==> src/rtl/white_balance_coef_calc_pkg.sv <==
// Shared types and constants for the white balance coefficient calculator.
package white_balance_coef_calc_pkg;

    typedef enum logic [2:0] {
        ST_IDLE,
        ST_ARMED,
        ST_ACCUM,
        ST_DIV_R,
        ST_DIV_B,
        ST_DONE
    } wb_state_e;

    localparam logic [1:0] WB_MODE_BYPASS = 2'd0;
    localparam logic [1:0] WB_MODE_MANUAL = 2'd1;
    localparam logic [1:0] WB_MODE_AUTO   = 2'd2;

    localparam logic [1:0] WB_CH_R      = 2'd0;
    localparam logic [1:0] WB_CH_G      = 2'd1;
    localparam logic [1:0] WB_CH_B      = 2'd2;
    localparam logic [1:0] WB_CH_STATUS = 2'd3;

endpackage

==> src/rtl/wb_ctrl_if.sv <==
// CSR-side control bundle for the white balance block; the block is the slave.
interface wb_ctrl_if;
    logic [1:0]  mode;
    logic        cal_stb;
    logic [1:0]  man_sel;
    logic [31:0] man_coef;
    logic        man_lock;
    logic [31:0] cur_coef;

    modport master (output mode, cal_stb, man_sel, man_coef, man_lock, input cur_coef);
    modport slave  (input mode, cal_stb, man_sel, man_coef, man_lock, output cur_coef);
endinterface

==> src/rtl/white_balance_coef_calc_div.sv <==
// Restoring unsigned divider, one quotient bit per cycle; saturates the quotient
// to all-ones on overflow or a zero divisor.
module wb_seq_div #(
    parameter int DIVD_W = 42,
    parameter int DIVS_W = 32,
    parameter int Q_W    = 16
) (
    input  logic              clk_i,
    input  logic              rst_i,
    input  logic              start_i,
    input  logic [DIVD_W-1:0] dividend_i,
    input  logic [DIVS_W-1:0] divisor_i,
    output logic              done_o,
    output logic [Q_W-1:0]    quotient_o
);
    localparam int W     = DIVS_W + Q_W;
    localparam int CNT_W = $clog2(Q_W);

    logic [W-1:0]     rem_q;
    logic [W-1:0]     dsh_q;
    logic [Q_W-1:0]   quot_q;
    logic [CNT_W-1:0] cnt_q;
    logic             run_q;
    logic             done_q;

    logic [W-1:0] dvd_ext;
    logic [W-1:0] dvs_full;
    logic         sat;

    assign dvd_ext  = W'(dividend_i);
    assign dvs_full = {divisor_i, {Q_W{1'b0}}};
    // Anything not below divisor<<Q_W cannot fit in Q_W quotient bits.
    assign sat      = (divisor_i == '0) || (dvd_ext >= dvs_full);

    always_ff @(posedge clk_i or posedge rst_i) begin
        if (rst_i) begin
            rem_q  <= '0;
            dsh_q  <= '0;
            quot_q <= '0;
            cnt_q  <= '0;
            run_q  <= 1'b0;
            done_q <= 1'b0;
        end else begin
            done_q <= 1'b0;
            if (start_i) begin
                if (sat) begin
                    quot_q <= '1;
                    run_q  <= 1'b0;
                    done_q <= 1'b1;
                end else begin
                    rem_q  <= dvd_ext;
                    dsh_q  <= dvs_full >> 1;
                    quot_q <= '0;
                    cnt_q  <= CNT_W'(Q_W - 1);
                    run_q  <= 1'b1;
                end
            end else if (run_q) begin
                if (rem_q >= dsh_q) begin
                    rem_q  <= rem_q - dsh_q;
                    quot_q <= {quot_q[Q_W-2:0], 1'b1};
                end else begin
                    quot_q <= {quot_q[Q_W-2:0], 1'b0};
                end
                dsh_q <= dsh_q >> 1;
                cnt_q <= cnt_q - 1'b1;
                if (cnt_q == '0) begin
                    run_q  <= 1'b0;
                    done_q <= 1'b1;
                end
            end
        end
    end

    assign done_o     = done_q;
    assign quotient_o = quot_q;
endmodule

==> src/rtl/white_balance_coef_calc.sv <==
// Turns CSR control into the applied R/G/B white balance gains; auto mode runs a
// one-frame gray-world calibration on the tapped pixel stream.
module white_balance_coef_calc
    import white_balance_coef_calc_pkg::*;
#(
    parameter int PX_W       = 10,
    parameter int FRAME_PX_W = 22,
    parameter int COEF_W     = 16,
    parameter int FRAC_W     = 10
) (
    input  logic              clk_i,
    input  logic              rst_i,
    input  logic              px_valid_i,
    input  logic              px_sof_i,
    input  logic [3*PX_W-1:0] px_data_i,
    wb_ctrl_if.slave          wb_ctrl_i,
    output logic [COEF_W-1:0] coef_r_o,
    output logic [COEF_W-1:0] coef_g_o,
    output logic [COEF_W-1:0] coef_b_o,
    output logic              coef_upd_o,
    output logic              busy_o
);
    localparam int SUM_W = PX_W + FRAME_PX_W;
    localparam logic [COEF_W-1:0] ONE = {{(COEF_W-1){1'b0}}, 1'b1} << FRAC_W;

    wb_state_e                    state_q;
    logic [2:0][SUM_W-1:0]        sum_q;
    logic [2:0][SUM_W-1:0]        sum_add;
    logic [2:0][SUM_W-1:0]        px_ext;
    logic [2:0][COEF_W-1:0]       pend;
    logic [2:0][COEF_W-1:0]       applied;
    logic [COEF_W-1:0]            q_r_q;
    logic                         div_start_q;
    logic                         coef_upd_q;
    logic                         div_done;
    logic [COEF_W-1:0]            div_quot;
    logic [SUM_W-1:0]             div_divisor;
    logic [31:0]                  cur_coef;
    logic                         unused_man_coef_hi;

    logic       sof;
    logic       load;
    logic [1:0] mode;
    logic [1:0] man_sel;

    assign sof     = px_valid_i & px_sof_i;
    assign load    = sof & ~wb_ctrl_i.man_lock;
    assign mode    = wb_ctrl_i.mode;
    assign man_sel = wb_ctrl_i.man_sel;
    assign busy_o  = (state_q != ST_IDLE);
    assign unused_man_coef_hi = ^wb_ctrl_i.man_coef[31:COEF_W];

    for (genvar gi = 0; gi < 3; gi++) begin : g_ch
        logic [SUM_W:0]      wide;
        logic [COEF_W-1:0]   pend_q;
        logic [COEF_W-1:0]   applied_q;
        logic [COEF_W-1:0]   auto_val;

        // Channel 0 is R, which sits in the top bits of the pixel word.
        assign px_ext[gi]  = SUM_W'(px_data_i[(2-gi)*PX_W +: PX_W]);
        assign wide        = {1'b0, sum_q[gi]} + {1'b0, px_ext[gi]};
        assign sum_add[gi] = wide[SUM_W] ? '1 : wide[SUM_W-1:0];
        assign auto_val    = (2'(gi) == WB_CH_R) ? q_r_q :
                             (2'(gi) == WB_CH_B) ? div_quot : ONE;

        always_ff @(posedge clk_i or posedge rst_i) begin
            if (rst_i) begin
                pend_q    <= ONE;
                applied_q <= ONE;
            end else begin
                if (load) begin
                    applied_q <= pend_q;
                end
                case (mode)
                    WB_MODE_MANUAL: if (man_sel == 2'(gi)) pend_q <= wb_ctrl_i.man_coef[COEF_W-1:0];
                    WB_MODE_AUTO:   if (state_q == ST_DONE) pend_q <= auto_val;
                    default:        pend_q <= ONE;
                endcase
            end
        end

        assign pend[gi]    = pend_q;
        assign applied[gi] = applied_q;
    end

    always_ff @(posedge clk_i or posedge rst_i) begin
        if (rst_i) begin
            coef_upd_q <= 1'b0;
        end else begin
            coef_upd_q <= load && (pend != applied);
        end
    end

    always_ff @(posedge clk_i or posedge rst_i) begin
        if (rst_i) begin
            state_q     <= ST_IDLE;
            sum_q       <= '0;
            q_r_q       <= '0;
            div_start_q <= 1'b0;
        end else begin
            div_start_q <= 1'b0;
            if (state_q != ST_IDLE && mode != WB_MODE_AUTO) begin
                state_q <= ST_IDLE;
            end else begin
                case (state_q)
                    ST_IDLE:  if (wb_ctrl_i.cal_stb && mode == WB_MODE_AUTO) state_q <= ST_ARMED;
                    ST_ARMED: if (sof) begin
                        sum_q   <= px_ext;
                        state_q <= ST_ACCUM;
                    end
                    ST_ACCUM: if (sof) begin
                        div_start_q <= 1'b1;
                        state_q     <= ST_DIV_R;
                    end else if (px_valid_i) begin
                        sum_q <= sum_add;
                    end
                    ST_DIV_R: if (div_done) begin
                        q_r_q       <= div_quot;
                        div_start_q <= 1'b1;
                        state_q     <= ST_DIV_B;
                    end
                    ST_DIV_B: if (div_done) state_q <= ST_DONE;
                    default:  state_q <= ST_IDLE;
                endcase
            end
        end
    end

    // The divisor mux follows the state; the divider latches it on start.
    assign div_divisor = (state_q == ST_DIV_B) ? sum_q[WB_CH_B] : sum_q[WB_CH_R];

    wb_seq_div #(
        .DIVD_W (SUM_W + FRAC_W),
        .DIVS_W (SUM_W),
        .Q_W    (COEF_W)
    ) u_div (
        .clk_i      (clk_i),
        .rst_i      (rst_i),
        .start_i    (div_start_q),
        .dividend_i ({sum_q[WB_CH_G], {FRAC_W{1'b0}}}),
        .divisor_i  (div_divisor),
        .done_o     (div_done),
        .quotient_o (div_quot)
    );

    always_comb begin
        cur_coef = {31'b0, busy_o};
        case (man_sel)
            WB_CH_R: cur_coef = 32'(applied[0]);
            WB_CH_G: cur_coef = 32'(applied[1]);
            WB_CH_B: cur_coef = 32'(applied[2]);
            default: ;
        endcase
    end

    assign wb_ctrl_i.cur_coef = cur_coef;
    assign coef_r_o   = applied[WB_CH_R];
    assign coef_g_o   = applied[WB_CH_G];
    assign coef_b_o   = applied[WB_CH_B];
    assign coef_upd_o = coef_upd_q;
endmodule

==> src/flat_wrapper.sv <==
// flat-port wrapper written by rule: the top's interface ports become plain ports
module white_balance_coef_calc_flat import white_balance_coef_calc_pkg::*;
#(
    parameter int PX_W       = 10,
    parameter int FRAME_PX_W = 22,
    parameter int COEF_W     = 16,
    parameter int FRAC_W     = 10
)
  (clk_i, rst_i, px_valid_i, px_sof_i, px_data_i, coef_r_o, coef_g_o, coef_b_o, coef_upd_o, busy_o, wb_ctrl_i_mode, wb_ctrl_i_cal_stb, wb_ctrl_i_man_sel, wb_ctrl_i_man_coef, wb_ctrl_i_man_lock, wb_ctrl_i_cur_coef);
  wb_ctrl_if wb_ctrl_i_i ();
  input  logic clk_i;
  input  logic rst_i;
  input  logic px_valid_i;
  input  logic px_sof_i;
  input  logic [3*PX_W-1:0] px_data_i;
  output logic [COEF_W-1:0] coef_r_o;
  output logic [COEF_W-1:0] coef_g_o;
  output logic [COEF_W-1:0] coef_b_o;
  output logic coef_upd_o;
  output logic busy_o;
  input wire logic [$bits(wb_ctrl_i_i.mode)-1:0] wb_ctrl_i_mode;
  input wire logic [$bits(wb_ctrl_i_i.cal_stb)-1:0] wb_ctrl_i_cal_stb;
  input wire logic [$bits(wb_ctrl_i_i.man_sel)-1:0] wb_ctrl_i_man_sel;
  input wire logic [$bits(wb_ctrl_i_i.man_coef)-1:0] wb_ctrl_i_man_coef;
  input wire logic [$bits(wb_ctrl_i_i.man_lock)-1:0] wb_ctrl_i_man_lock;
  output wire logic [$bits(wb_ctrl_i_i.cur_coef)-1:0] wb_ctrl_i_cur_coef;
  assign wb_ctrl_i_i.mode = wb_ctrl_i_mode;
  assign wb_ctrl_i_i.cal_stb = wb_ctrl_i_cal_stb;
  assign wb_ctrl_i_i.man_sel = wb_ctrl_i_man_sel;
  assign wb_ctrl_i_i.man_coef = wb_ctrl_i_man_coef;
  assign wb_ctrl_i_i.man_lock = wb_ctrl_i_man_lock;
  assign wb_ctrl_i_cur_coef = wb_ctrl_i_i.cur_coef;
  white_balance_coef_calc #(.PX_W(PX_W), .FRAME_PX_W(FRAME_PX_W), .COEF_W(COEF_W), .FRAC_W(FRAC_W)) u_core (.clk_i(clk_i), .rst_i(rst_i), .px_valid_i(px_valid_i), .px_sof_i(px_sof_i), .px_data_i(px_data_i), .wb_ctrl_i(wb_ctrl_i_i), .coef_r_o(coef_r_o), .coef_g_o(coef_g_o), .coef_b_o(coef_b_o), .coef_upd_o(coef_upd_o), .busy_o(busy_o));
endmodule
==> config.mk <==
export PLATFORM = sky130hd
export DESIGN_NAME = white_balance_coef_calc_flat
export DESIGN_NICKNAME = d
export VERILOG_FILES = /design/src/rtl/white_balance_coef_calc_pkg.sv /design/src/rtl/wb_ctrl_if.sv /design/src/rtl/white_balance_coef_calc_div.sv /design/src/rtl/white_balance_coef_calc.sv /design/src/flat_wrapper.sv
export SDC_FILE = /design/constraint.sdc
export NUM_CORES = 1
export LEC_CHECK = 0
export ABC_CLOCK_PERIOD_IN_PS = 6760
export BUFFER_PORTS_ARGS = -buffer_cell sky130_fd_sc_hd__buf_2
export CORE_UTILIZATION = 50
export CTS_CLUSTER_DIAMETER = 100
export DETAILED_ROUTE_END_ITERATION = 12
export HOLD_SLACK_MARGIN = 0.05
export MAX_ROUTING_LAYER = met4
export PLACE_DENSITY = 0.71
export SYNTH_ARGS = -nofsm -noshare
export SYNTH_HDL_FRONTEND = slang
export SYNTH_HIERARCHICAL = 1
export SYNTH_SLANG_ARGS = --single-unit
==> constraint.sdc <==
create_clock -name clk_i -period 6.76 [get_ports clk_i]
set_clock_uncertainty 0.2 [all_clocks]
set_input_delay 0.676 -clock clk_i [delete_from_list [all_inputs] [get_ports clk_i]]
set_output_delay 0.676 -clock clk_i [all_outputs]
set_load 0.1 [all_outputs]
==> out/summary.log, run 1 <==
qor: floorplan.pin_count 154
qor: sta.slew_headroom 17.9%
qor: logic_synthesis.netlist_top_cells_area dfrtp_1 (38%), ha_1 (6.2%), mux2_2 (5.0%), nand2_1 (5.0%), o21ai_0 (4.1%)
qor: floorplan.fp.dieH 209 µm
qor: min_path.timing.hold.worst.class primary input to async pin
qor: sta.totalNegativeSetupSlack 0 ns
qor: power_and_ir_drop.vdd_ir_drop_max 0.230 mV
qor: layout.design.final.nets 2626
qor: route.wl_met2 28.4 mm
qor: layout.layout_filler_cell_count 3736
qor: setup_path.path_cells nor3_2, buf_4, buf_4, mux2_2, nor4_1, nand2_1, nor4_1, a41oi_1, o21ai_0, a21oi_1, o31ai_4, o21bai_4, buf_4, buf_4, a21oi_1, a21o_1
qor: place.io_buffer_count 121
qor: logic_synthesis.synth_ff_type dfrtp_1
qor: global_route.grt_first_pass_wirelength 94.6 mm
qor: global_route.global_route.usage.total 27.6%
qor: cts.cts_hold_buffers 0
qor: route.highest_layer met4
qor: global_route.via_count_of_the_first_global_routing_pass 17900
qor: setup_path.worstPathRequired 7.03 ns
qor: setup_path.r2r_start u_core/state_q[0]$_DFFE_PP0P_
qor: route.routed_wirelength 58.5 mm
qor: setup_path.cp_slowest_cell nor3_2
qor: route.dr.pass1.iters 5
qor: floorplan.num_rows 75
qor: route.wl_met3 2.95 mm
qor: logic_synthesis.yosysUniqueCellTypes 94
qor: floorplan.floorplan.initialDensity 50.8%
qor: cts.root_buffer clkbuf_16
qor: sta.rsz0062_at_grt no
qor: cts.cts-buffers-inserted 40
qor: place.detailed_place_hpwl 41.4 mm
qor: floorplan.area_enclosed_by_the_die_boundary 0.0436 mm²
qor: setup_path.worstReg2RegEnd u_core/u_div/rem_q[26]$_DFFE_PP0P_
qor: global_route.largest_net_degree_at_the_start_of_global_routing 133
qor: sta.setup_viol 0
qor: place.place.gp.congestion 0.929
qor: sta.fmax 179 MHz
qor: logic_synthesis.number_of_flops_mapped_to_enable_cells_by_yosys 0
qor: setup_path.rr_worst_depth 16
qor: power_and_ir_drop.power_per_cell_area 360 mW/mm²
qor: setup_path.reg2reg_setup_slack 1.17 ns
qor: cts.worstSkewPairLatency 0.58 ns
qor: cts.post_cts_resize_count 0
qor: logic_synthesis.flip_flop_and_latch_count_after_synthesis 330
qor: sta.worstMarginPinSlew 1.23 ns
qor: setup_path.worstSetupEndpointType flop
qor: setup_path.cpMostUsedCell buf_4
qor: route.drt_iter0_markers 1665
qor: logic_synthesis.synthMostInstantiatedCell dfrtp_1
qor: setup_path.critPathMaxStageDelay 0.57 ns
qor: global_route.initial_antenna_violation_count 2
qor: logic_synthesis.synth_async_sr_flop_share 100%
qor: logic_synthesis.ys_warn_count 6
qor: layout.fraction_of_final_layout_cells_with_drive_strength_greater_than_1 14.5%
qor: route.detail-route-antenna-nets 0
qor: cts.clk_pin_slew_worst_paths 0.06 ns
qor: setup_path.crit_arrival 5.86 ns
qor: logic_synthesis.syn_avg_cell_area 9.03 µm²
qor: route.drt-met1-wl 24.7 mm
qor: route.route.detailed.vias_per_inst 6.16
qor: sta.finalCriticalPeriod 5.59 ns
qor: power_and_ir_drop.total_leakage_power 0.0106 µW
qor: setup_path.crit_path_start_kind flop
qor: cts.cts.repair_timing.setup_buffer_count 0
qor: setup_path.crit_path_max_fanout 39
qor: route.via_count 18600
qor: route.route.detailed.wl_per_inst 19.4 µm
qor: floorplan.design.core.area 0.0420 mm²
qor: route.post-route-drc-count 0
qor: logic_synthesis.synth_top_area_cell dfrtp_1
qor: logic_synthesis.yosys-top-cells-count dfrtp_1 (324), nand2_1 (283), o21ai_0 (173), a21oi_1 (151), nor2_1 (115)
qor: logic_synthesis.synth_top_cell_area_share 37.9%
qor: sta.min_period_over_period 82.7%
qor: cts.cts.path.max_buffers 3
qor: floorplan.floorplan.die.width 209 µm
qor: global_route.grt-ovfl-total 0
qor: outcome.run_status complete, no violations
qor: sta.report.final.slew_viol_count 0
qor: cts.clock_tree_from_tritoncts built
qor: sta.hold_ws 0.0510 ns
qor: logic_synthesis.postSynthCellCount 2368
qor: cts.cts_htree_levels 2
qor: logic_synthesis.sequential_fraction_of_the_synthesis_area 38.7%
qor: run.number_of_max_capacitance_violations_reported 0
qor: sta.final-hold-violation-count 0
qor: cts.cts_num_sinks 330
qor: setup_path.worstSetupPathType flop to flop
qor: logic_synthesis.netlist_area 0.0214 mm²
qor: layout.area.growth.synth_to_final 11.3%
[layout make-up]
cell class	count	area, µm²	area share, %
Tap cell	539	674	2.84
Inverter	107	412	1.73
Timing Repair Buffer	143	771	3.24
Antenna cell	3	7.51	0.0316
Clock inverter	18	258	1.08
Clock buffer	56	1130	4.75
Sequential cell	330	8270	34.8
Multi-Input combinational cell	1822	12300	51.6
[kinds of logic (layout without fill, tap and decap cells)]
family	after synthesis	in the layout	synth area share (%)
AND/OR/NAND/NOR	692	692	15.7
other	1	39	0.0175
adder cells (fa/ha/maj)	110	110	6.58
XOR/XNOR	112	112	4.59
buffers and inverters	251	324	4.86
multiplexers	170	170	8.58
AO/OA/AOI/OAI	702	702	21.0
flip-flops	330	330	38.7
[critical path, delay by kind of cell, from the launching register on]
family | cells | cell delay (ns)
buf+inv | 4 | 1.46
simple gates | 4 | 1.52
flops | 1 | 0.51
compound gates | 7 | 1.36
mux | 1 | 0.38
[state kept, by name, indices dropped and copies added, names as in the netlist]
signal                   cells
u_core/coef_b_o             16
u_core/coef_g_o             16
u_core/coef_r_o             16
u_core/coef_upd_o            1
u_core/div_start_q           1
u_core/g_ch.auto_val        16
u_core/g_ch.pend_q          48
u_core/state_q               3
u_core/sum_q                96
u_core/u_div/cnt_q           4
u_core/u_div/done_o          1
u_core/u_div/dsh_q          47
u_core/u_div/quotient_o     16
u_core/u_div/rem_q          48
u_core/u_div/run_q           1
[routing by layer]
layer | track usage (%) | up-vias
met5 | - | -
met4 | 11.7 | 0
met3 | 3.74 | 156
met2 | 45.3 | 605
met1 | 34.1 | 9068
li1 | - | 8758
[per-stage QoR]
step / util (%) / total power (µW) / instances / worst slack (ns) / instance area [µm²]
after global placement: 53.3 / 6170 / 2941 / 1.44 / 22400
after floorplan: - / 5530 / 2403 / 0.0713 / 21500
after detailed placement: 53.3 / 6260 / 2941 / 1.37 / 22400
after CTS: 56.6 / 8580 / 3015 / 1.22 / 23800
after global routing: 56.6 / 9150 / 3017 / 0.763 / 23800
final: 56.6 / 8560 / 3018 / 1.17 / 23800
[layout by cell type, fill, tap and decap left out, types with 8 or more instances in the layout]
cell / count
a211oi_1: 34
a21boi_0: 16
a21o_1: 37
a21oi_1: 151
a22oi_1: 33
a311oi_1: 17
a31oi_1: 36
a41oi_1: 8
and3_1: 37
and4_1: 17
buf_2: 121
buf_4: 22
clkbuf_1: 9
clkbuf_16: 40
conb_1: 36
dfrtp_1: 323
ha_1: 106
inv_1: 105
mux2_2: 95
mux2i_1: 73
nand2_1: 283
nand3_1: 39
nand4_1: 44
nor2_1: 113
nor2b_1: 13
nor3_1: 53
nor4_1: 25
o21ai_0: 172
o21ai_1: 56
o21bai_1: 12
o31ai_1: 50
or3_1: 13
xnor2_1: 85
xor2_1: 27
[worst max-delay path by stage]
stage / start / endpoint / slack, ns / cells after the start
after floorplan: rst_i / u_core/coef_b_o[0]$_DFFE_PP0P_ / 0.07 / 1
after global placement: u_core/state_q[0]$_DFFE_PP0P_ / u_core/u_div/rem_q[26]$_DFFE_PP0P_ / 1.44 / 17
after detailed placement: u_core/state_q[0]$_DFFE_PP0P_ / u_core/u_div/rem_q[26]$_DFFE_PP0P_ / 1.37 / 16
after CTS: u_core/state_q[0]$_DFFE_PP0P_ / u_core/u_div/rem_q[26]$_DFFE_PP0P_ / 1.22 / 16
after global routing: u_core/state_q[0]$_DFFE_PP0P_ / u_core/u_div/rem_q[26]$_DFFE_PP0P_ / 0.76 / 16
final: u_core/state_q[0]$_DFFE_PP0P_ / u_core/u_div/rem_q[26]$_DFFE_PP0P_ / 1.17 / 16
[power breakdown]
part           switching [µW]  total [µW]  internal, µW
Combinational            2360        3810          1450
Clock                     900        2270          1370
Sequential                231        2480          2240
No activity file was read; power rests on OpenSTA's default activity.
==> run 2: changes to the inputs <==
--- a/config.mk
+++ b/config.mk
@@ -5,14 +5,14 @@
 export SDC_FILE = /design/constraint.sdc
 export NUM_CORES = 1
 export LEC_CHECK = 0
-export ABC_CLOCK_PERIOD_IN_PS = 6760
+export ABC_CLOCK_PERIOD_IN_PS = 5790
 export BUFFER_PORTS_ARGS = -buffer_cell sky130_fd_sc_hd__buf_2
 export CORE_UTILIZATION = 50
 export CTS_CLUSTER_DIAMETER = 100
 export DETAILED_ROUTE_END_ITERATION = 12
 export HOLD_SLACK_MARGIN = 0.05
 export MAX_ROUTING_LAYER = met4
-export PLACE_DENSITY = 0.71
+export PLACE_DENSITY = 0.68
 export SYNTH_ARGS = -nofsm -noshare
 export SYNTH_HDL_FRONTEND = slang
 export SYNTH_HIERARCHICAL = 1
==> constraint.sdc (replaced) <==
create_clock -name clk_i -period 5.79 [get_ports clk_i]
set_clock_uncertainty 0.2 [all_clocks]
set_input_delay 0.579 -clock clk_i [delete_from_list [all_inputs] [get_ports clk_i]]
set_output_delay 0.579 -clock clk_i [all_outputs]
set_load 0.1 [all_outputs]
==> run 2 against run 1 <==
  * Flip-flop and latch count unchanged
  * Highest routed layer unchanged
  * Critical endpoint is now u_core/u_div/dsh_q[21]$_DFFE_PP0P_
  * Total power increased by 14%
  * Largest power group unchanged
  * Critical path depth decreased by 2
  * Cell count decreased by 0.23%
==> out/summary.log, run 2 (same netlist as run 1, synthesis figures left out) <==
qor: outcome.run_status complete, no violations
qor: floorplan.floorplan.initialDensity 50.8% [unchanged]
qor: setup_path.worst_path_dominant_cell_family compound AO/OA/AOI/OAI gates
qor: sta.report.final.slew_viol_count 0 [unchanged]
qor: global_route.largest_net_degree_at_the_start_of_global_routing 151 [+14%]
qor: floorplan.design.core.area 0.0420 mm² [unchanged]
qor: layout.largest_registers u_core/sum_q x96, u_core/g_ch.pend_q x48, u_core/u_div/rem_q x48
qor: cts.cts.repair_timing.setup_buffer_count 0 [unchanged]
qor: route.route.detailed.vias_per_inst 6.07 [-1.4%]
qor: setup_path.cpMostUsedCell buf_4
qor: setup_path.path_cells nor3_2, buf_4, mux2_2, inv_1, ha_1, nor4b_1, nand2_1, nor4_1, a31oi_1, o211ai_1, a21oi_1, o31ai_4, buf_4, o21ai_0
qor: layout.design.final.nets 2625 [-0.038%]
qor: min_path.min_to u_core/sum_q[39]$_DFFE_PP0P_
qor: setup_path.cp_slowest_cell buf_4
qor: layout.final_common_cell dfrtp_1
qor: setup_path.path_buf_inv 3 [-1]
qor: min_path.min-delay-start px_data_i[17]
qor: place.detailed_place_hpwl 42.0 mm [+1.6%]
qor: cts.cts-buffers-inserted 40 [unchanged]
qor: min_path.timing.hold.worst.class primary input to flop
qor: route.detail-route-antenna-nets 0 [unchanged]
qor: floorplan.pin_count 154 [unchanged]
qor: setup_path.crit_path_max_fanout 83 [+110%]
qor: setup_path.crit_path_start_kind flop
qor: setup_path.crit_arrival 5.04 ns [-0.82 ns]
qor: layout.area.growth.synth_to_final 10.7%
qor: power_and_ir_drop.total_leakage_power 0.0106 µW [-0.57%]
qor: place.dp.cells 2939 [-0.068%]
qor: setup_path.worstSetupEndpointType flop
qor: setup_path.r2r_start u_core/state_q[0]$_DFFE_PP0P_
qor: setup_path.reg2reg_setup_slack 0.95 ns [-0.22 ns]
qor: sta.final-hold-violation-count 0 [unchanged]
qor: sta.slew_headroom 15.6% [-2.2 points]
qor: global_route.via_count_of_the_first_global_routing_pass 17600 [-1.5%]
qor: route.routed_wirelength 59.1 mm [+0.98%]
qor: setup_path.worstReg2RegEnd u_core/u_div/dsh_q[21]$_DFFE_PP0P_
qor: sta.totalNegativeSetupSlack 0 ns [unchanged]
qor: global_route.initial_antenna_violation_count 2 [unchanged]
qor: global_route.global_route.usage.total 27.9% [+0.34 points]
qor: place.place.gp.congestion 0.880 [-5.3%]
qor: route.via_count 18300 [-1.6%]
qor: cts.cts_num_sinks 330 [unchanged]
qor: cts.root_buffer clkbuf_16
qor: setup_path.worstSetupPathType flop to flop
qor: sta.fmax 206 MHz [+15%]
qor: layout.largest_register_ff_count 96 [unchanged]
qor: layout.fraction_of_final_layout_cells_with_drive_strength_greater_than_1 14.2% [-0.25 points]
qor: sta.final.setup.worst_slack 0.947 ns [-0.221 ns]
qor: run.number_of_max_capacitance_violations_reported 0 [unchanged]
qor: sta.rsz0062_at_grt no
qor: place.preCtsSetupSlack 1.04 ns [-0.326 ns]
qor: sta.hold_ws 0.0924 ns [+0.0415 ns]
qor: layout.layout_common_cells dfrtp_1 (323), nand2_1 (283), o21ai_0 (172)
qor: global_route.grt_first_pass_wirelength 95.5 mm [+0.94%]
qor: setup_path.worstPathRequired 5.99 ns [-1.04 ns]
qor: min_path.holdPathStages 3
qor: layout.finalCoreUtilization 56.3% [-0.27 points]
qor: route.route.detailed.wl_per_inst 19.6 µm [+1.2%]
qor: route.drt_iter0_markers 1549 [-7.0%]
qor: sta.worstMarginPinSlew 1.26 ns [+0.0310 ns]
qor: power_and_ir_drop.vdd_ir_drop_max 0.237 mV [+3.3%]
qor: setup_path.critPathMaxStageDelay 0.66 ns [+0.09 ns]
qor: place.io_buffer_count 121 [unchanged]
qor: sta.setup_viol 0 [unchanged]
qor: cts.worstSkewPairLatency 0.57 ns [about the same]
qor: layout.largest_register u_core/sum_q
qor: cts.clk_pin_slew_worst_paths 0.06 ns [about the same]
qor: power_and_ir_drop.power_per_cell_area 414 mW/mm² [+15%]
qor: global_route.grt-ovfl-total 0 [unchanged]
qor: floorplan.num_rows 75 [unchanged]
qor: setup_path.rr_worst_depth 14 [-2]
qor: cts.clock_tree_from_tritoncts built
qor: layout.layout.cells.non_filler 3011 [-0.23%]
qor: cts.cts.path.max_buffers 3 [unchanged]
qor: route.post-route-drc-count 0 [unchanged]
qor: floorplan.floorplan.die.width 209 µm [unchanged]
qor: floorplan.fp.dieH 209 µm [unchanged]
qor: sta.min_period_over_period 83.7% [+0.92 points]
qor: cts.cts_htree_levels 2 [unchanged]
qor: route.dr.pass1.iters 7 [+2]
qor: floorplan.area_enclosed_by_the_die_boundary 0.0436 mm² [unchanged]
qor: sta.finalCriticalPeriod 4.84 ns [-0.749 ns]
[run 2: metrics by stage]
step | instance area [µm²] | total power (µW)
2_1_floorplan | 21500 | 6450
3_3_place_gp | 22400 | 7220
3_5_place_dp | 22400 | 7320
4_1_cts | 23700 | 9820
5_1_grt | 23700 | 10400
6_report | 23700 | 9790
[run 2: tightest hold or removal path: cells and delay by family]
family | cells | cell delay, ns
and+or+nand+nor | 2 | 0.15
buffers and inverters | 1 | 0.10
[run 2: worst max path at each step]
| stage | startpoint | to | slack (ns) | depth (start not counted) |
|---|---|---|---|---|
| floorplan | wb_ctrl_i_man_sel[1] | wb_ctrl_i_cur_coef[11] | 1.30 | 4 |
| global placement | u_core/state_q[0]$_DFFE_PP0P_ | u_core/u_div/rem_q[41]$_DFFE_PP0P_ | 1.12 | 15 |
| detailed placement | u_core/state_q[0]$_DFFE_PP0P_ | u_core/u_div/rem_q[41]$_DFFE_PP0P_ | 1.04 | 15 |
| CTS | u_core/state_q[0]$_DFFE_PP0P_ | u_core/u_div/dsh_q[21]$_DFFE_PP0P_ | 1.03 | 14 |
| global route | u_core/state_q[0]$_DFFE_PP0P_ | u_core/u_div/dsh_q[21]$_DFFE_PP0P_ | 0.65 | 14 |
| finish | u_core/state_q[0]$_DFFE_PP0P_ | u_core/u_div/dsh_q[21]$_DFFE_PP0P_ | 0.95 | 14 |
[run 2: timing repair]
action / 4_1_cts / 5_1_grt
hold endpoints to repair: 13 / 0
hold buffers: 1 / 0
gates resized for setup: 0 / 0
[run 2: cell type report]
cell class	instances	area [µm²]
Fill cell	3802	18400
Multi-Input combinational cell	1822	12300
Sequential cell	330	8270
Clock buffer	56	1130
Timing Repair Buffer	142	791
Tap cell	539	674
Inverter	107	408
Clock inverter	13	128
Antenna cell	2	5.00
[run 2: per-layer routing]
| layer | share of wire, % | up-vias | track usage (%) | wire [µm] |
|---|---|---|---|---|
| met5 | 0 | - | - | 0 |
| met4 | 3.2 | 0 | 9.76 | 1910 |
| met3 | 4.7 | 110 | 3.61 | 2800 |
| met2 | 49 | 530 | 45.7 | 28900 |
| met1 | 43 | 8906 | 35.6 | 25500 |
| li1 | - | 8738 | - | - |
[run 2: report_power, final]
part           leakage [µW]  internal, µW  switching, µW  total [µW]
sequential          0.00434          2620            269        2890
clock              0.000625          1410           1030        2440
combinational       0.00558          1700           2770        4470
total                0.0106          5730           4060        9790
==> run 3: changes to the inputs <==
--- a/config.mk
+++ b/config.mk
@@ -5,14 +5,14 @@
 export SDC_FILE = /design/constraint.sdc
 export NUM_CORES = 1
 export LEC_CHECK = 0
-export ABC_CLOCK_PERIOD_IN_PS = 5790
+export ABC_CLOCK_PERIOD_IN_PS = 4200
 export BUFFER_PORTS_ARGS = -buffer_cell sky130_fd_sc_hd__buf_2
 export CORE_UTILIZATION = 50
 export CTS_CLUSTER_DIAMETER = 100
 export DETAILED_ROUTE_END_ITERATION = 12
 export HOLD_SLACK_MARGIN = 0.05
 export MAX_ROUTING_LAYER = met4
-export PLACE_DENSITY = 0.68
+export PLACE_DENSITY = 0.71
 export SYNTH_ARGS = -nofsm -noshare
 export SYNTH_HDL_FRONTEND = slang
 export SYNTH_HIERARCHICAL = 1
==> constraint.sdc (replaced) <==
create_clock -name clk_i -period 4.2 [get_ports clk_i]
set_clock_uncertainty 0.2 [all_clocks]
set_input_delay 0.42 -clock clk_i [delete_from_list [all_inputs] [get_ports clk_i]]
set_output_delay 0.42 -clock clk_i [all_outputs]
set_load 0.1 [all_outputs]
==> run 3 against run 2 <==
  * Routed wire length increased by 2.5%
  * Utilization grew 2.7 points
  * Largest power group unchanged
  * Cell count grew 3.2%
==> out/summary.log, run 3 (same netlist as run 1, synthesis figures left out) <==
qor: outcome.run_status complete, no violations
qor: sta.finalCriticalPeriod 4.09 ns [-0.755 ns]
qor: layout.finish.instance_area 0.0248 mm² [+4.8%]
qor: place.dpl_cell_area 0.0227 mm² [+1.5%]
qor: floorplan.floorplan.initialDensity 50.8% [unchanged]
qor: sta.final-hold-violation-count 0 [unchanged]
qor: power_and_ir_drop.overall_power_of_the_completed_layout 13800 µW [+41%]
qor: route.post-route-drc-count 0 [unchanged]
qor: power_and_ir_drop.power_per_cell_area 556 mW/mm² [+34%]
qor: layout.design.final.nets 2719 [+3.6%]
qor: sta.fmax 245 MHz [+18%]
qor: floorplan.pin_count 154 [unchanged]
qor: global_route.largest_net_degree_at_the_start_of_global_routing 74 [-51%]
qor: power_and_ir_drop.vdd_ir_drop_max 0.363 mV [+53%]
qor: route.via_count 19100 [+4.4%]
qor: cts.clk_pin_slew_worst_paths 0.06 ns [about the same]
qor: global_route.grt_first_pass_wirelength 95.6 mm [about the same]
qor: setup_path.cp_slowest_cell o211ai_1
qor: sta.min_period_over_period 97.3% [+14 points]
qor: route.route.detailed.wl_per_inst 19.5 µm [-0.71%]
qor: place.dp.cells 2978 [+1.3%]
qor: layout.fraction_of_final_layout_cells_with_drive_strength_greater_than_1 16.1% [+1.9 points]
qor: setup_path.cpMostUsedCell buf_12
qor: floorplan.num_rows 75 [unchanged]
qor: layout.finalCoreUtilization 59.0% [+2.7 points]
qor: place.io_buffer_count 121 [unchanged]
qor: layout.area.growth.synth_to_final 16.1%
qor: setup_path.crit_path_start_kind flop
qor: layout.final_common_cell dfrtp_1
qor: cts.root_buffer clkbuf_16
qor: route.drt_iter0_markers 1550 [+0.065%]
qor: sta.worstMarginPinSlew 1.30 ns [+0.0359 ns]
qor: sta.rsz0062_at_grt yes
qor: run.number_of_max_capacitance_violations_reported 0 [unchanged]
qor: sta.final.setup.worst_slack 0.112 ns [-0.835 ns]
qor: route.route.detailed.vias_per_inst 6.14 [+1.1%]
qor: layout.largest_registers u_core/sum_q x96, u_core/g_ch.pend_q x48, u_core/u_div/rem_q x48
qor: cts.clock_tree_from_tritoncts built
qor: cts.cts_htree_levels 2 [unchanged]
qor: floorplan.floorplan.die.width 209 µm [unchanged]
qor: layout.seqCellArea 0.00827 mm² [unchanged]
qor: setup_path.reg2reg_setup_slack 0.11 ns [-0.83 ns]
qor: sta.report.final.slew_viol_count 0 [unchanged]
qor: layout.multi_input_combinational_cell_area 0.0124 mm² [+0.90%]
qor: layout.layout.cells.non_filler 3108 [+3.2%]
qor: setup_path.worstSetupEndpointType flop
qor: sta.slew_headroom 13.2% [-2.4 points]
qor: cts.cts-buffers-inserted 39 [-2.5%]
qor: route.routed_wirelength 60.6 mm [+2.5%]
qor: layout.largest_register u_core/sum_q
qor: place.place.gp.congestion 0.936 [+6.4%]
qor: layout.largest_register_ff_count 96 [unchanged]
qor: floorplan.fp.dieH 209 µm [unchanged]
qor: cts.cts_num_sinks 330 [unchanged]
qor: setup_path.worstReg2RegEnd u_core/u_div/rem_q[35]$_DFFE_PP0P_
qor: global_route.grt-ovfl-total 0 [unchanged]
qor: cts.worstSkewPairLatency 0.59 ns [+0.02 ns]
qor: setup_path.worstSetupPathType flop to flop
qor: setup_path.r2r_start u_core/state_q[0]$_DFFE_PP0P_
qor: global_route.via_count_of_the_first_global_routing_pass 18100 [+3.0%]
qor: power_and_ir_drop.total_leakage_power 0.0111 µW [+5.1%]
qor: place.preCtsSetupSlack -0.107 ns [-1.15 ns]
qor: setup_path.worstPathRequired 4.45 ns [-1.54 ns]
qor: route.dr.pass1.iters 5 [-2]
qor: min_path.timing.hold.worst.class primary input to flop
qor: global_route.initial_antenna_violation_count 0 [-2]
qor: floorplan.design.core.area 0.0420 mm² [unchanged]
qor: setup_path.crit_arrival 4.34 ns [-0.70 ns]
qor: place.detailed_place_hpwl 42.7 mm [+1.6%]
qor: floorplan.area_enclosed_by_the_die_boundary 0.0436 mm² [unchanged]
qor: min_path.holdPathStages 4 [+1]
qor: min_path.min-delay-start px_data_i[19]
qor: route.detail-route-antenna-nets 0 [unchanged]
qor: setup_path.path_cells nor3_4, buf_12, buf_12, buf_12, mux2_2, inv_1, ha_1, nand2_1, o21ai_0, a21o_1, a31oi_2, o211ai_1, a21oi_2, o31ai_4, o21bai_4, buf_12, mux2_4
qor: min_path.min_to u_core/sum_q[41]$_DFFE_PP0P_
qor: sta.setup_viol 0 [unchanged]
qor: layout.layout_filler_cell_count 3616 [-4.9%]
qor: cts.cts.path.max_buffers 3 [unchanged]
qor: global_route.global_route.usage.total 27.8% [-0.094 points]
qor: setup_path.crit_path_max_fanout 8 [-90%]
qor: setup_path.rr_worst_depth 17 [+3]
qor: layout.layout_common_cells dfrtp_1 (323), nand2_1 (281), o21ai_0 (171)
qor: setup_path.critPathMaxStageDelay 0.44 ns [-0.22 ns]
[run 3: how the worst max path moves through the flow]
stage | from | to | slack (ns) | cells after the start
6_report | u_core/state_q[0]$_DFFE_PP0P_ | u_core/u_div/rem_q[35]$_DFFE_PP0P_ | 0.11 | 17
5_1_grt | u_core/state_q[0]$_DFFE_PP0P_ | u_core/u_div/rem_q[35]$_DFFE_PP0P_ | -0.06 | 17
4_1_cts | u_core/state_q[2]$_DFFE_PP0P_ | u_core/u_div/rem_q[35]$_DFFE_PP0P_ | 0.04 | 16
3_5_place_dp | u_core/state_q[0]$_DFFE_PP0P_ | u_core/u_div/rem_q[35]$_DFFE_PP0P_ | -0.11 | 14
3_3_place_gp | u_core/state_q[0]$_DFFE_PP0P_ | u_core/u_div/rem_q[35]$_DFFE_PP0P_ | 0.02 | 15
2_1_floorplan | wb_ctrl_i_man_sel[1] | wb_ctrl_i_cur_coef[11] | 0.03 | 4
[run 3: worst max-delay path: cells and delay by family, from the launching register on]
kind                       cells  cell delay, ns
and+or+nand+nor                2            0.28
adders and majority gates      1            0.18
AOI/OAI and AO/OA              7            1.58
muxes                          2            0.65
buffers and inverters          5            0.63
DFF                            1            0.41
[run 3: where the power goes]
part | switching (µW) | internal, µW
clock network | 1430 | 2010
registers | 371 | 3610
logic | 3940 | 2430
total | 5740 | 8050
[run 3: metal layers]
| metal | up-vias | wire length [µm] | global-route usage, % |
|---|---|---|---|
| met5 | - | 0 | - |
| met4 | 0 | 2400 | 11.8 |
| met3 | 148 | 3120 | 3.62 |
| met2 | 664 | 29100 | 44.9 |
| met1 | 9329 | 26000 | 35.3 |
| li1 | 8945 | - | - |
[run 3: through the flow]
step / hold slack, ns / TNS (ns)
2_1_floorplan: 0.250 / 0
3_3_place_gp: 0.261 / 0
3_5_place_dp: 0.262 / -0.855
4_1_cts: 0.0550 / 0
5_1_grt: 0.0634 / -0.609
6_report: 0.0812 / 0
[run 3: area by class of cell]
| class | count | area share, % |
|---|---|---|
| clock buffers | 64 | 4.75 |
| flip-flops and latches | 330 | 33.3 |
| inverters | 107 | 1.64 |
| diodes | 1 | 0.0101 |
| repair buffers | 236 | 7.12 |
| well taps | 539 | 2.72 |
| clock inverters | 8 | 0.565 |
| multi-input cells | 1823 | 49.9 |
[run 3: what timing repair did]
| item | 4_1_cts | 5_1_grt |
|---|---|---|
| gates cloned | 0 | 5 |
| pin swaps | 1 | 8 |
| buffers inserted | 2 | 5 |
| hold endpoints to repair | 145 | 0 |
| endpoints found under the setup margin | 72 | 86 |
| gates resized for setup | 0 | 22 |
| hold buffers | 45 | 0 |
